===== config.mk =====
export PLATFORM = sky130hd
export DESIGN_NAME = pc_fetch_unit
export DESIGN_NICKNAME = d
export VERILOG_FILES = /design/src/rtl/pc_fetch_unit.sv
export SDC_FILE = /design/constraint.sdc
export NUM_CORES = 1
export LEC_CHECK = 0
export CAP_MARGIN = 40
export CELL_PAD_IN_SITES_DETAIL_PLACEMENT = 1
export CELL_PAD_IN_SITES_GLOBAL_PLACEMENT = 1
export CORE_MARGIN = 2
export CORE_UTILIZATION = 24
export CTS_BUF_LIST = sky130_fd_sc_hd__clkbuf_8
export CTS_CLUSTER_SIZE = 10
export DETAILED_ROUTE_END_ITERATION = 10
export GPL_TIMING_DRIVEN = 0
export MAX_ROUTING_LAYER = met4
export PLACE_DENSITY = 0.88
export SYNTH_ARGS = -nofsm -noshare
export SYNTH_HDL_FRONTEND = slang
export SYNTH_SLANG_ARGS = --single-unit

===== constraint.sdc =====
create_clock -name clk -period 1.85 [get_ports clk]
set_input_delay 0.4625 -clock clk [delete_from_list [all_inputs] [get_ports clk]]
set_output_delay 0.4625 -clock clk [all_outputs]
set_load 0.005 [all_outputs]

===== src/rtl/pc_fetch_unit.sv =====
// PC fetch unit: three-state FETCH/HOLD/TRAP sequencer for a single-issue core.
// Define MISALIGN_TRAP_EN to trap on misaligned redirect targets.
module pc_fetch_unit #(
    parameter logic [31:0] RESET_PC = 32'h0000_0000
) (
    input  logic        clk,
    input  logic        rst,
    input  logic [31:0] PCTarget,
    input  logic        PCSrc,
    input  logic        stall,
    output logic        imem_req,
    output logic [31:0] imem_addr,
    input  logic        imem_ack,
    input  logic [31:0] imem_rdata,
    output logic [31:0] instr,
    output logic        instr_valid,
    output logic [31:0] PC,
    output logic [31:0] PCPlus4,
    output logic        misalign_err
);

    typedef enum logic [1:0] {
        FETCH = 2'd0,
        HOLD  = 2'd1,
        TRAP  = 2'd2
    } state_t;

    state_t      state;
    logic [31:0] pc_q;
    logic [31:0] instr_q;
    logic        req_q;
    logic        valid_q;
    logic [31:0] pc_inc;
    logic [31:0] redirect_pc;
    logic [31:0] next_pc;
    logic        misaligned;

    assign pc_inc = pc_q + 32'd4;

`ifdef MISALIGN_TRAP_EN
    logic err_q;

    assign misaligned   = PCSrc && (PCTarget[1:0] != 2'b00);
    assign redirect_pc  = PCTarget;
    assign misalign_err = err_q;
`else
    logic unused_tgt_lsb;

    // Low target bits are dropped, so a bad target can never trap.
    assign unused_tgt_lsb = ^PCTarget[1:0];
    assign misaligned     = 1'b0;
    assign redirect_pc    = {PCTarget[31:2], 2'b00};
    assign misalign_err   = 1'b0;
`endif

    assign next_pc = PCSrc ? redirect_pc : pc_inc;

    always_ff @(posedge clk) begin
        if (rst) begin
            state   <= FETCH;
            pc_q    <= RESET_PC;
            instr_q <= 32'd0;
            req_q   <= 1'b1;
            valid_q <= 1'b0;
`ifdef MISALIGN_TRAP_EN
            err_q   <= 1'b0;
`endif
        end else begin
            unique case (state)
                FETCH: begin
                    if (imem_ack) begin
                        instr_q <= imem_rdata;
                        state   <= HOLD;
                        req_q   <= 1'b0;
                        valid_q <= 1'b1;
                    end
                end
                HOLD: begin
                    if (!stall) begin
                        pc_q    <= next_pc;
                        valid_q <= 1'b0;
                        if (misaligned) begin
                            state <= TRAP;
                            req_q <= 1'b0;
`ifdef MISALIGN_TRAP_EN
                            err_q <= 1'b1;
`endif
                        end else begin
                            state <= FETCH;
                            req_q <= 1'b1;
                        end
                    end
                end
                TRAP: begin
                    req_q   <= 1'b0;
                    valid_q <= 1'b0;
                end
                default: begin
                    // Unused encoding: restart fetching at the held PC.
                    state   <= FETCH;
                    req_q   <= 1'b1;
                    valid_q <= 1'b0;
                end
            endcase
        end
    end

    assign imem_req    = req_q;
    assign imem_addr   = pc_q;
    assign PC          = pc_q;
    assign PCPlus4     = pc_inc;
    assign instr       = instr_q;
    assign instr_valid = valid_q;

endmodule

==> results of run 1 <==
## layer usage
layer  GRT usage  wire length (um)  vias up  share of wire
li1            -                 -     2168              -
met1       0.263              7730     2301           0.40
met2       0.385              9980      195           0.51
met3      0.0301               954       62          0.049
met4       0.102               822        0          0.042
met5           -                 0        -              0
## power by group through the flow
stage	clock network [mW]	registers (mW)	logic, mW
after floorplan	0	1.53	0.248
after global routing	1.68	1.48	0.832
final	1.60	1.47	0.775
after global placement	0	1.53	0.660
after detailed placement	0	1.53	0.672
after CTS	1.61	1.47	0.721
## layout by cell type, fill, tap and decap left out, types with 7 or more instances in the layout
cell type / instances
a21oi_1: 45
a22oi_1: 10
buf_2: 32
buf_4: 129
buf_6: 50
clkbuf_1: 14
clkbuf_8: 11
clkdlybuf4s50_1: 124
conb_1: 7
dfxtp_1: 33
dfxtp_4: 27
dlygate4sd2_1: 13
dlymetal6s2s_1: 11
inv_1: 7
nand2_1: 83
nand3_4: 12
nor2_1: 15
nor2_4: 7
o21ai_0: 23
o2bb2ai_1: 7
xnor2_2: 13
xor2_1: 10
## per-stage QoR
| step | TNS, ns | utilization | power [mW] | worst slack (ns) |
|---|---|---|---|---|
| CTS | -11.11 | 0.483 | 3.80 | -0.632 |
| floorplan | -0.149 | - | 1.77 | -0.0561 |
| detailed placement | -43.79 | 0.397 | 2.20 | -0.899 |
| global route | -14.87 | 0.521 | 3.99 | -0.711 |
| finish | -12.51 | 0.521 | 3.85 | -0.651 |
| global placement | -40.38 | 0.397 | 2.19 | -0.875 |
## kinds of logic after synthesis
logic type               count (synthesis)
AO/OA/AOI/OAI                          114
XOR/XNOR                                28
adder cells (fa/ha/maj)                  1
buffers and inverters                   74
flip-flops                              64
multiplexers                             2
other                                    1
AND/OR/NAND/NOR                        163
## repair_timing
action / CTS / global route
gates resized for setup: 270 / 84
hold buffers: 0 / 0
pin swaps: 48 / 37
endpoints found under the setup margin: 96 / 71
cloned: 0 / 0
setup buffers: 82 / 51
## cell usage after synthesis (3+ instances only)
master and number:
a21oi_1 46, a221o_1 4, a22oi_1 10, and3_1 7, and3_2 4, buf_2 6
buf_4 37, clkbuf_1 20, dfxtp_1 64, inv_1 8, nand2_1 85, nand3_1 14
nand4_1 3, nor2_1 23, nor3_1 5, o21ai_0 27, o22ai_1 6, o2bb2ai_1 7
o31a_1 3, xnor2_1 13, xor2_1 15
## layout make-up
class,count,area share
buffer,66,0.0589
clock buffer,10,0.0183
clock inverter,6,0.0155
inverter,8,0.00433
multi-input combinational,315,0.308
sequential,64,0.185
tap,184,0.0306
timing repair buffer,314,0.380
## state kept, by name, summed over array words and instances, names as in the netlist
register	cells
PC	30
instr	32
instr_valid	1
imem_req	1
## worst min-delay path by stage
stage / from / to
6_report: imem_req$_SDFFE_PP1P_ / imem_req$_SDFFE_PP1P_
5_1_grt: instr[31]$_SDFFE_PP0P_ / instr[31]$_SDFFE_PP0P_
4_1_cts: rst / instr[14]$_SDFFE_PP0P_
3_5_place_dp: imem_req$_SDFFE_PP1P_ / imem_req$_SDFFE_PP1P_
3_3_place_gp: imem_req$_SDFFE_PP1P_ / imem_req$_SDFFE_PP1P_
2_1_floorplan: imem_req$_SDFFE_PP1P_ / imem_req$_SDFFE_PP1P_
## tightest hold or removal path, delay by kind of cell, from the launching register on
family,cells,cell delay (ns)
DFF,1,0.31
and+or+nand+nor,2,0.09
==> impl_metrics.csv, run 1 <==
group,metric,value,unit
worst_setup_path,critPathCaptureType,"output pin",
final_layout,postLayoutCellArea,0.00752,mm^2
synth,synth_top_family_by_area,"simple AND/OR/NAND/NOR gates",
worst_hold_path,worstHoldPathCells,2,
final_layout,areaGrowthSynthToFinish,115,%
placed_design,placed_cell_area,0.00572,mm^2
cts,clockBufferDepth,2,
synth,yosysTopAreaCell,"dfxtp_1",
grt,grt_overflow,0,
synth,synth_seq_area_share,0.366,
synth,yosys-mux-area-fraction,0.00607,
timing,fin_crit,2.50,ns
final_layout,antenna_cells,0,
cts,path_clk_slew,0.09,ns
detailed_routing,via_per_inst,4.89,
power_and_ir_drop,vdd_drop_max,0.000266,V
timing,hold_violations,0,
status,violations,"setup timing",
power_and_ir_drop,p_per_area,512,mW/mm^2
worst_setup_path,crit_slowest_cell,"dfxtp_2",
floorplanning,fp.dieH,125,um
timing,maxSlewViolCount,0,
synth,synth.top_cell.area_share,0.366,
placed_design,io_buffers,188,
detailed_routing,first_pass_iters,4,
detailed_routing,drt_wl_total,19.5,mm
power_and_ir_drop,pwr-share-seq,0.381,
floorplanning,ios,200,
synth,synth-edff-count,0,
synth,syn-cell-area,0.00350,mm^2
synth,yosysUniqueCellTypes,52,
timing,worst_slew_margin_rel,0.525,
floorplanning,die_area,0.0156,mm^2
grt,grt_pass1_wl,26.8,mm
worst_setup_path,crit_top_cell,"buf_6",
worst_setup_path,crit_start,"PC[19]$_SDFFE_PP0P_",
worst_setup_path,worst-r2r-setup-slack,-0.10,ns
worst_setup_path,worst-path-buf-inv,4,
worst_setup_path,r2r-start,"PC[19]$_SDFFE_PP0P_",
synth,syn_area_per_cell,7.84,um^2
floorplanning,die_w,125,um
placed_design,place_congestion,0.767,
grt,grt_use_total,0.225,
worst_setup_path,cp-endpoint,"PCPlus4[23]",
timing,clock.fmax,400,MHz
final_layout,ff_latch_area,0.00139,mm^2
power_and_ir_drop,clkPwrFrac,0.417,
synth,synth_compound_area_frac,0.202,
worst_setup_path,path_max_fanout,3,
final_layout,nNetsFinal,848,
status,outcome,"finished, violations left",
worst_setup_path,r2r-end,"PC[23]$_SDFFE_PP0P_",
synth,synthFlopType,"dfxtp_1",
placed_design,numPlacedInstances,825,
final_layout,final-instance-count-excl-fill,967,
power_and_ir_drop,p_sw,1.06,mW
cts,cts_tree,"yes",
cts,root_buffer,"clkbuf_8",
worst_setup_path,worstRegToRegCells,10,
worst_setup_path,cp.arrival,2.04,ns
final_layout,filler_cell_count,1684,
timing,finalSetupViolCount,34,
cts,clk_latency,0.36,ns
worst_setup_path,cp_cell_sequence,"buf_6, nand2_2, nor4_4, buf_4, buf_6, and4_4, xor2_2, buf_2",
cts,cts.sinks,64,
synth,post_synth_inst_count,447,
synth,synth_seq_cells,64,
grt,grt_pass1_vias,4818,
final_layout,final_layout_size_suffix_gt1_frac,0.430,
grt,grt_start_max_net_pins,13,
detailed_routing,drtIter0Drc,169,
cts,cts_made_buffers,9,
power_and_ir_drop,p_leak,3.62,nW
synth,yosys_warnings,0,
synth,synth_fa_ha_area_frac,0.00357,
timing,rsz0062_at_grt,"yes",
power_and_ir_drop,combinationalPowerShare,0.202,
grt,antenna_found_initial,0,
worst_setup_path,critPathTopFamily,"simple AND/OR/NAND/NOR gates",
synth,async_flop_share,0,
worst_setup_path,cp-start-kind,"flip-flop",
floorplanning,rows,44,
detailed_routing,route.detailed.drc,0,
worst_setup_path,path_depth,8,
synth,synth-xor-area-share,0.0700,
worst_setup_path,worstSetupPathType,"flip-flop to output pin",
cts,htreeDepth,3,
worst_hold_path,hp-class,"flip-flop to flip-flop",
timing,worstMarginPinSlew,0.712,ns
timing,fin_skew,0.0156,ns
floorplanning,core_area,0.0144,mm^2
power_and_ir_drop,netSwitchingFraction,0.275,
timing,hold_slack,0.449,ns
detailed_routing,dr_total_vias,4726,
detailed_routing,avgRoutedWirePerCell,20.2,um
timing,finalWorstSetupSlack,-0.651,ns
detailed_routing,ant_nets,0,
worst_setup_path,slowest_delay,0.35,ns
final_layout,multi_input_area,0.00232,mm^2
synth,synth-simple-area-share,0.230,
worst_setup_path,required,1.39,ns
floorplanning,initial_core_util,0.243,
synth,synth_area_leaders,"dfxtp_1, nand2_1, buf_4",
placed_design,hpwl,10.9,mm
flow_run,max-cap-violations,0,
timing,finalCritPeriodShare,1.35,
power_and_ir_drop,p_int,2.79,mW
Power figures use the tool's default switching activity.
==> run 2, diff against run 1 <==
- CORE_MARGIN: 2 -> default
==> run 2 against run 1 <==
  * The flow still finishes with violations (setup timing)
  * Critical path depth did not move
  * Non-clock buffer count rose by 7
  * Die area fell by 3.2%
  * Via count rose by 5.2%
  * Final cell count grew 0.41%
  * Sequential share of layout area fell by 0.28 points
  * Worst setup slack worse by 0.071 ns
  * Highest routed layer unchanged
==> impl_metrics.csv, run 2 (synthesis results as in run 1) <==
group,metric,value,unit
floorplanning,die_w,123,um
timing,finalCritPeriodShare,1.39,
final_layout,post-route-util,0.543,
flow_run,max-cap-violations,0,
cts,root_buffer,"clkbuf_8",
floorplanning,rows,43,
worst_setup_path,cp.arrival,2.11,ns
power_and_ir_drop,p_per_area,481,mW/mm^2
floorplanning,ios,200,
worst_setup_path,worstSetupPathType,"flip-flop to output pin",
floorplanning,core_area,0.0140,mm^2
detailed_routing,avgRoutedWirePerCell,21.9,um
power_and_ir_drop,p_leak,3.86,nW
final_layout,postLayoutCellArea,0.00762,mm^2
worst_setup_path,cp_cell_sequence,"buf_6, nand3_4, nor4_4, buf_4, buf_6, nand4_1, xnor2_2, buf_2",
status,violations,"setup timing",
grt,grt_overflow,0,
cts,cts_tree,"yes",
worst_setup_path,path_max_fanout,2,
worst_setup_path,critPathCaptureType,"output pin",
timing,finalWorstSetupSlack,-0.722,ns
placed_design,hpwl,11.4,mm
final_layout,final_common_cell,"buf_4",
worst_hold_path,hp-class,"primary input to flip-flop",
final_layout,final_layout_size_suffix_gt1_frac,0.425,
grt,grt_pass1_vias,5169,
cts,htreeDepth,3,
detailed_routing,dr_total_vias,4971,
cts,cts.sinks,64,
floorplanning,die_area,0.0151,mm^2
power_and_ir_drop,vdd_drop_max,0.000401,V
worst_setup_path,crit_top_cell,"buf_6",
grt,grt_use_total,0.262,
worst_setup_path,critPathTopFamily,"buffers and inverters",
worst_setup_path,worst-path-buf-inv,4,
floorplanning,fp.dieH,123,um
cts,path_clk_slew,0.08,ns
detailed_routing,via_per_inst,5.12,
final_layout,filler_cell_count,1593,
timing,hold_violations,0,
detailed_routing,drtIter0Drc,238,
status,outcome,"finished, violations left",
grt,antenna_found_initial,1,
detailed_routing,drt_wl_total,21.2,mm
detailed_routing,route.detailed.drc,0,
final_layout,largest_reg_flops,32,
timing,maxSlewViolCount,0,
timing,fin_crit,2.57,ns
floorplanning,initial_core_util,0.249,
worst_setup_path,crit_slowest_cell,"dfxtp_2",
worst_setup_path,slowest_delay,0.36,ns
timing,worstMarginPinSlew,0.799,ns
timing,clock.fmax,389,MHz
placed_design,placed_cell_area,0.00572,mm^2
final_layout,nNetsFinal,855,
worst_setup_path,worst-r2r-setup-slack,-0.27,ns
detailed_routing,ant_nets,0,
power_and_ir_drop,finalPower,3.66,mW
cts,clk_latency,0.36,ns
placed_design,io_buffers,188,
timing,fin_skew,0.0129,ns
placed_design,place_congestion,0.788,
detailed_routing,first_pass_iters,4,
grt,grt_pass1_wl,28.6,mm
timing,hold_slack,0.437,ns
timing,finalSetupViolCount,34,
timing,worst_slew_margin_rel,0.468,
grt,grt_start_max_net_pins,11,
worst_setup_path,required,1.39,ns
final_layout,areaGrowthSynthToFinish,117,%
cts,clockBufferDepth,2,
timing,rsz0062_at_grt,"yes",
worst_setup_path,cp-start-kind,"flip-flop",
cts,cts_made_buffers,9,
final_layout,layout_common_cells,"buf_4, clkdlybuf4s50_1, nand2_1, buf_6, a21oi_1",
-- run 2: layer usage --
| metal | vias up | global-route usage | routed length [um] |
|---|---|---|---|
| li1 | 2190 | - | - |
| met1 | 2453 | 0.273 | 7610 |
| met2 | 236 | 0.468 | 11400 |
| met3 | 92 | 0.0386 | 1070 |
| met4 | 0 | 0.154 | 1150 |
| met5 | - | - | 0 |
-- run 2: layout make-up --
| cell class | instances | area, um^2 | share of cell area |
|---|---|---|---|
| flip-flops and latches | 64 | 1390 | 0.182 |
| plain buffers | 66 | 450 | 0.0591 |
| repair buffers | 321 | 2970 | 0.390 |
| well taps | 180 | 225 | 0.0296 |
| inverters | 8 | 32.5 | 0.00427 |
| diodes | 1 | 2.50 | 0.000328 |
| clock buffers | 10 | 138 | 0.0181 |
| clock inverters | 6 | 76.3 | 0.0100 |
| multi-input cells | 315 | 2340 | 0.307 |
-- run 2: what timing repair did --
action,in CTS,in global routing
endpoints found under the setup margin,96,70
gates cloned,1,0
hold buffers,0,0
resized for setup,263,107
hold endpoints to repair,0,0
setup buffers,94,42
pin swaps,48,42
-- run 2: where the power goes --
group,switching (mW),internal (mW)
registers,0.0531,1.42
clock network,0.606,0.780
logic,0.362,0.445
total,1.02,2.64
-- run 2: through the flow --
step,TNS (ns),cells,setup slack [ns]
floorplan,-0.149,453,-0.0561
global placement,-37.15,821,-0.842
detailed placement,-43.11,821,-0.883
CTS,-11.49,932,-0.534
global route,-16.68,971,-0.744
finish,-14.22,971,-0.722
-- run 2: worst register-to-register path, cell delays in order (launching register included) --
cell     delay [ns]
dfxtp_2        0.36
buf_6          0.12
nand3_4        0.06
nor4_4         0.27
buf_4          0.20
buf_6          0.10
nand4_1        0.21
xnor2_2        0.23
buf_4          0.14
a221o_1        0.32
-- run 2: final timing paths --
path                                             start                      to  depth (start not counted)
worst max-delay path               PC[19]$_SDFFE_PP0P_             PCPlus4[31]                          8
worst min-delay path                               rst  instr[13]$_SDFFE_PP0P_                          2
worst max register to register     PC[19]$_SDFFE_PP0P_     PC[31]$_SDFFE_PP0P_                          9
worst min register to register  instr[10]$_SDFFE_PP0P_  instr[10]$_SDFFE_PP0P_                          2
==> run 3, diff against run 2 <==
- CTS_CLUSTER_DIAMETER: default -> 120
==> results of run 3 <==
Same layout as run 2: the final DEF is identical, and so are final timing and power.
==> RTL edit 1 (flow settings as in run 1) <==
The option `MISALIGN_TRAP_EN` is turned on by a define.
--- a/src/rtl/pc_fetch_unit.sv
+++ b/src/rtl/pc_fetch_unit.sv
@@ -1,5 +1,7 @@
 // PC fetch unit: three-state FETCH/HOLD/TRAP sequencer for a single-issue core.
 // Define MISALIGN_TRAP_EN to trap on misaligned redirect targets.
+`define MISALIGN_TRAP_EN
+
 module pc_fetch_unit #(
     parameter logic [31:0] RESET_PC = 32'h0000_0000
 ) (
Behaviour: not the same (Yosys sat finds a counterexample within 4 cycles, from zero or initial values and one cycle with rst high).
==> RTL edit 1 against run 1 <==
The run still ends with setup timing left. Critical endpoint is now PCPlus4[30]. Synthesized area up 13%. Synthesized cell count grew 17%. Die area is 12% higher. Hold slack improved by 8.5 ps. Fmax shrank 6.8%. Setup slack worse by 180 ps. Highest routed layer unchanged. Sequential cell count increased by 5. Routed wire length is 27% higher. Final area rose by 7.3%. Clock power is 19% lower. Global-route usage up 2.0 points. Sequential power rose by 9.5%. Total power rose by 1.1%.
==> RTL edit 1: results (changes against run 1) <==
| Metric | Value |
|---|---|
| P_leak | `3.841 nW (+6.1%)` |
| Pre-CTS setup slack | `-984.4 ps (-85.10 ps)` |
| Met3 routed WL | `1605 um (+68%)` |
| Via/cell ratio | `5.261 (+7.6%)` |
| Synth top cells by count | `107 x nand2_1, 69 x dfxtp_1, 55 x a21oi_1, 36 x buf_4, 27 x clkbuf_1` |
| Detailed placement HPWL | `12950 um (+19%)` |
| Hold path startpoint | `instr[27]` |
| Met2 track demand over resource | `41.62% (+3.1 points)` |
| Postcts setup bufs | `100 (+22%)` |
| # placed instances | `939 (+14%)` |
| Slew HR | `53.08% (+0.58 points)` |
| Netlist cell types | `53 (+1.9%)` |
| Layout Nets | `928 (+9.4%)` |
| First-pass GRT wire length | `32660 um (+22%)` |
| Setup TNS | `-18540 ps (-6032 ps)` |
| Routability cong. | `0.8411 (+9.7%)` |
| VDD IR-drop max | `0.3507 mV (+32%)` |
| Worst Path Max Fanout | `7 (+4)` |
| Hold_ws | `457.2 ps (+8.547 ps)` |
| # setup viols final | `47 (+38%)` |
| # fillers | `1920 (+14%)` |
| RR Startpoint | `PC[4]` |
| Initial drt markers | `373 (+120%)` |
| Largest net degree at the start of global routing | `12 (-1)` |
| Reg-to-reg setup timing slack | `-390 ps (-290 ps)` |
| Setup Skew | `12.49 ps (-3.098 ps)` |
| Critical-path top delay cell | `clkbuf_1` |
| Min-Delay Endpoint | `instr[27]` |
| Initial antenna violation count | `1 (+1)` |
| Setup WS post-layout | `-834.5 ps (-183.3 ps)` |
| Met2 routed WL | `12560 um (+26%)` |
| CP max stage delay | `440 ps (+90 ps)` |
| Violated checks | `setup timing` |
| PostCTS Resize Cnt | `300 (+11%)` |
| R2R cell count | `13 (+3)` |
| Met3 Usage GRT | `5.459% (+2.5 points)` |
| Status | `complete, but fails checks` |
-- RTL edit 1: logic make-up after synthesis --
| group | after synthesis | synth area share [%] |
|---|---|---|
| AND/OR/NAND/NOR | 222 | 27.43 |
| AO/OA/AOI/OAI | 118 | 18.51 |
| buffers and inverters | 84 | 11.86 |
| multiplexers | 3 | 0.7593 |
| adder cells (fa/ha/maj) | 1 | 0.3163 |
| flip-flops | 69 | 34.93 |
| XOR/XNOR | 28 | 6.201 |
-- RTL edit 1: worst max-delay path by stage --
| stage | from | cells after the start | slack [ps] | end |
|---|---|---|---|---|
| floorplan | PC[2] | 6 | -90 | PCPlus4[24] |
| global placement | PC[10] | 7 | -950 | PCPlus4[20] |
| detailed placement | PC[10] | 7 | -980 | PCPlus4[20] |
| CTS | PC[4] | 8 | -690 | PCPlus4[23] |
| global route | PC[28] | 5 | -900 | PCPlus4[30] |
| finish | PC[28] | 5 | -830 | PCPlus4[30] |
-- RTL edit 1: final cells by class --
type	count	area share, %
flip-flops and latches	69	18.34
plain buffers	78	6.966
diodes	1	0.03103
inverters	5	0.2792
clock buffers	10	1.706
repair buffers	323	36.33
clock inverters	6	0.6671
well taps	216	3.351
multi-input cells	372	32.33
-- RTL edit 1: per-stage QoR --
step | utilization [%] | area, sq um
after floorplan | - | 4004
after global placement | 39.10 | 6256
after detailed placement | 39.10 | 6256
after CTS | 46.67 | 7467
after global routing | 50.41 | 8065
final | 50.41 | 8065
-- RTL edit 1: power by group through the flow --
| stage | Sequential, mW | Combinational, mW | Clock, mW |
|---|---|---|---|
| after floorplan | 1.66 | 0.307 | 0 |
| after global placement | 1.66 | 0.794 | 0 |
| after detailed placement | 1.67 | 0.811 | 0 |
| after CTS | 1.61 | 0.866 | 1.31 |
| after global routing | 1.62 | 1.03 | 1.39 |
| final | 1.61 | 0.972 | 1.30 |
==> RTL edit 2 (flow settings as in run 1) <==
Made on the original files. Make the reset (`rst`) asynchronous in one clocked block.
--- a/src/rtl/pc_fetch_unit.sv
+++ b/src/rtl/pc_fetch_unit.sv
@@ -55,7 +55,7 @@
 
     assign next_pc = PCSrc ? redirect_pc : pc_inc;
 
-    always_ff @(posedge clk) begin
+    always_ff @(posedge clk or posedge rst) begin
         if (rst) begin
             state   <= FETCH;
             pc_q    <= RESET_PC;
Formal check against the unedited RTL: differs if rst is asserted again (counterexample within 4 cycles, from zero or initial values and one cycle with rst high); with rst held inactive, the same outputs for 4 cycles.
==> RTL edit 2 against run 1 <==
The run still ends with setup timing left. Routed wire length up 8.7%. Sequential cell count unchanged. Final area up 8.5%. Synthesized area up 13%. Via count up 5.1%. Setup slack worse by 160 ps. Utilization down 1.2 points. Critical endpoint unchanged.
Power is not compared: it rests on default switching activity, and its combinational part moved more than twofold at a synthesized area within 25%.
==> RTL edit 2: results (changes against run 1) <==
| Metric | Value |
|---|---|
| Largest net degree at the start of global routing | `33 (+20)` |
| Setup WS post-layout | `-813.5 ps (-162.3 ps)` |
| Critical-path top delay cell | `dfrtp_1` |
| Routability cong. | `0.8630 (+13%)` |
| P_leak | `3.679 nW` |
| IO buf count | `189 (+0.53%)` |
| Detailed placement HPWL | `12150 um (+11%)` |
| Reg-to-reg setup timing slack | `-520 ps (-420 ps)` |
| Synth top cells by count | `63 x dfrtp_1, 38 x buf_4, 32 x mux2_2, 27 x clkbuf_1, 25 x nor2_1` |
| Hold_ws | `354.6 ps (-94.08 ps)` |
| Via/cell ratio | `5.072 (+3.8%)` |
| Seq/Total Area, Yosys | `40.41% (+3.8 points)` |
| Violated checks | `setup timing` |
| Initial drt markers | `298 (+76%)` |
| Global Route met1 Usage | `24.69% (-1.6 points)` |
| Hold buffers post-CTS | `0 (unchanged)` |
| Met2 track demand over resource | `39.93% (+1.4 points)` |
| Setup Skew | `11.23 ps (-4.356 ps)` |
| Netlist cell types | `51 (-1.9%)` |
| Slew @ Worst Pin | `861.1 ps (+148.7 ps)` |
| Worst Path Max Fanout | `5 (+2)` |
| Capturing point of the worst reg2reg path | `PC[26]` |
| Status | `complete, but fails checks` |
| Class of the tightest hold or removal check | `in -> async` |
| DP Area | `6364 sq um (+11%)` |
| Main synth FF type | `dfrtp_1` |
| RR Startpoint | `PC[2]` |
| CP max stage delay | `400 ps (+50 ps)` |
| Met3 Usage GRT | `5.632% (+2.6 points)` |
| GRT Total Usage | `22.85% (+0.34 points)` |
| Clock buffer depth | `2 (unchanged)` |
| # setup viols final | `43 (+26%)` |
| Sw Share | `35.93%` |
| Top post-synthesis cells by area | `dfrtp_1 40%, mux2_2 9.1%, buf_4 7.2%` |
| Vias in the first global route | `5270 (+9.4%)` |
| R2R cell count | `6 (-4)` |
| CP top delay family | `buffers and inverters` |
| CP arrival | `2200 ps (+160 ps)` |
| Ys async rst share | `100.0% (+100 points)` |
| Routed Wire Length | `21180 um (+8.7%)` |
| VDD IR-drop max | `0.5269 mV` |
| CP Launch Point | `PC[7]` |
| Post-route ant nets | `0 (unchanged)` |
| First-pass GRT wire length | `30110 um (+13%)` |
| Layout cells sized above 1 | `49.80% (+6.8 points)` |
| DRT Pass-1 Iters | `5 (+1)` |
| Reg clk slew, reported paths | `80 ps` |
| # fillers | `1821 (+8.1%)` |
| TritonCTS Buffers | `9 (unchanged)` |
| Syn. warnings | `0 (unchanged)` |
| Layout Nets | `828 (-2.4%)` |
| Initial antenna violation count | `0 (unchanged)` |
==> RTL edit 2: cell count changes in the layout (fill, tap and decap cells not counted), moves of 8 or more <==
cell / delta
dfrtp_1: +43
dfxtp_1: -33
inv_1: +8
dfxtp_4: -27
nand4_1: +10
dlygate4sd2_1: +22
a21oi_1: -31
mux2_2: +31
a31oi_1: +8
clkdlybuf4s50_1: -23
nand3_1: +8
dfrtp_2: +20
o21ai_0: -15
nand2_1: -69
==> RTL edit 2: cells by family (layout without fill, tap and decap cells) <==
logic type | Yosys count | in the layout | share of synthesized area, %
AO/OA/AOI/OAI | 77 | 77 | 13.60
XOR/XNOR | 28 | 28 | 6.183
adder cells (fa/ha/maj) | 1 | 1 | 0.3154
buffers and inverters | 84 | 419 | 11.80
flip-flops | 64 | 64 | 40.41
multiplexers | 34 | 34 | 9.590
other | 1 | 7 | 0.09455
AND/OR/NAND/NOR | 133 | 133 | 18.01
==> RTL edit 2: final cells by class <==
cell class | count | area share [%]
buffer | 67 | 6.231
clock buffer | 10 | 1.688
clock inverter | 6 | 0.9515
inverter | 14 | 0.6906
multi-input combinational | 280 | 31.42
sequential | 64 | 19.97
tap | 216 | 3.315
timing repair buffer | 322 | 35.74
==> RTL edit 2: repair_timing <==
item,in CTS,in global routing
pin swaps,42,49
endpoints found under the setup margin,134,90
buffers inserted,101,45
gates resized for setup,294,114
==> RTL edit 2: worst max path at each step <==
stage	to	slack [ps]
final	PCPlus4[23]	-810
after global placement	PCPlus4[17]	-1200
after floorplan	PCPlus4[29]	-340
after CTS	PCPlus4[26]	-800
after global routing	PCPlus4[28]	-880
after detailed placement	PCPlus4[17]	-1240
==> RTL edit 2: power by group through the flow <==
stage | registers (mW) | logic [mW] | clock network (mW)
detailed placement | 2.18 | 3.16 | 0
finish | 2.03 | 4.30 | 1.41
global placement | 2.15 | 3.08 | 0
CTS | 2.00 | 3.87 | 1.43
floorplan | 2.11 | 1.31 | 0
global route | 2.08 | 4.54 | 1.49
==> RTL edit 2: through the flow <==
step | utilization, % | setup TNS [ps] | instances | setup slack (ps)
3_5_place_dp | 39.77 | -54390 | 835 | -1238
6_report | 50.95 | -18310 | 979 | -813.5
5_1_grt | 50.95 | -21190 | 979 | -881.0
2_1_floorplan | - | -2829 | 428 | -343.3
4_1_cts | 47.51 | -16810 | 947 | -801.7
3_3_place_gp | 39.52 | -69930 | 833 | -1202
==> RTL edit 2: routing by layer <==
layer / vias up / wire, um
met5: - / 0
met4: 0 / 882
met3: 69 / 1279
met2: 253 / 11200
met1: 2485 / 7825
li1: 2158 / -
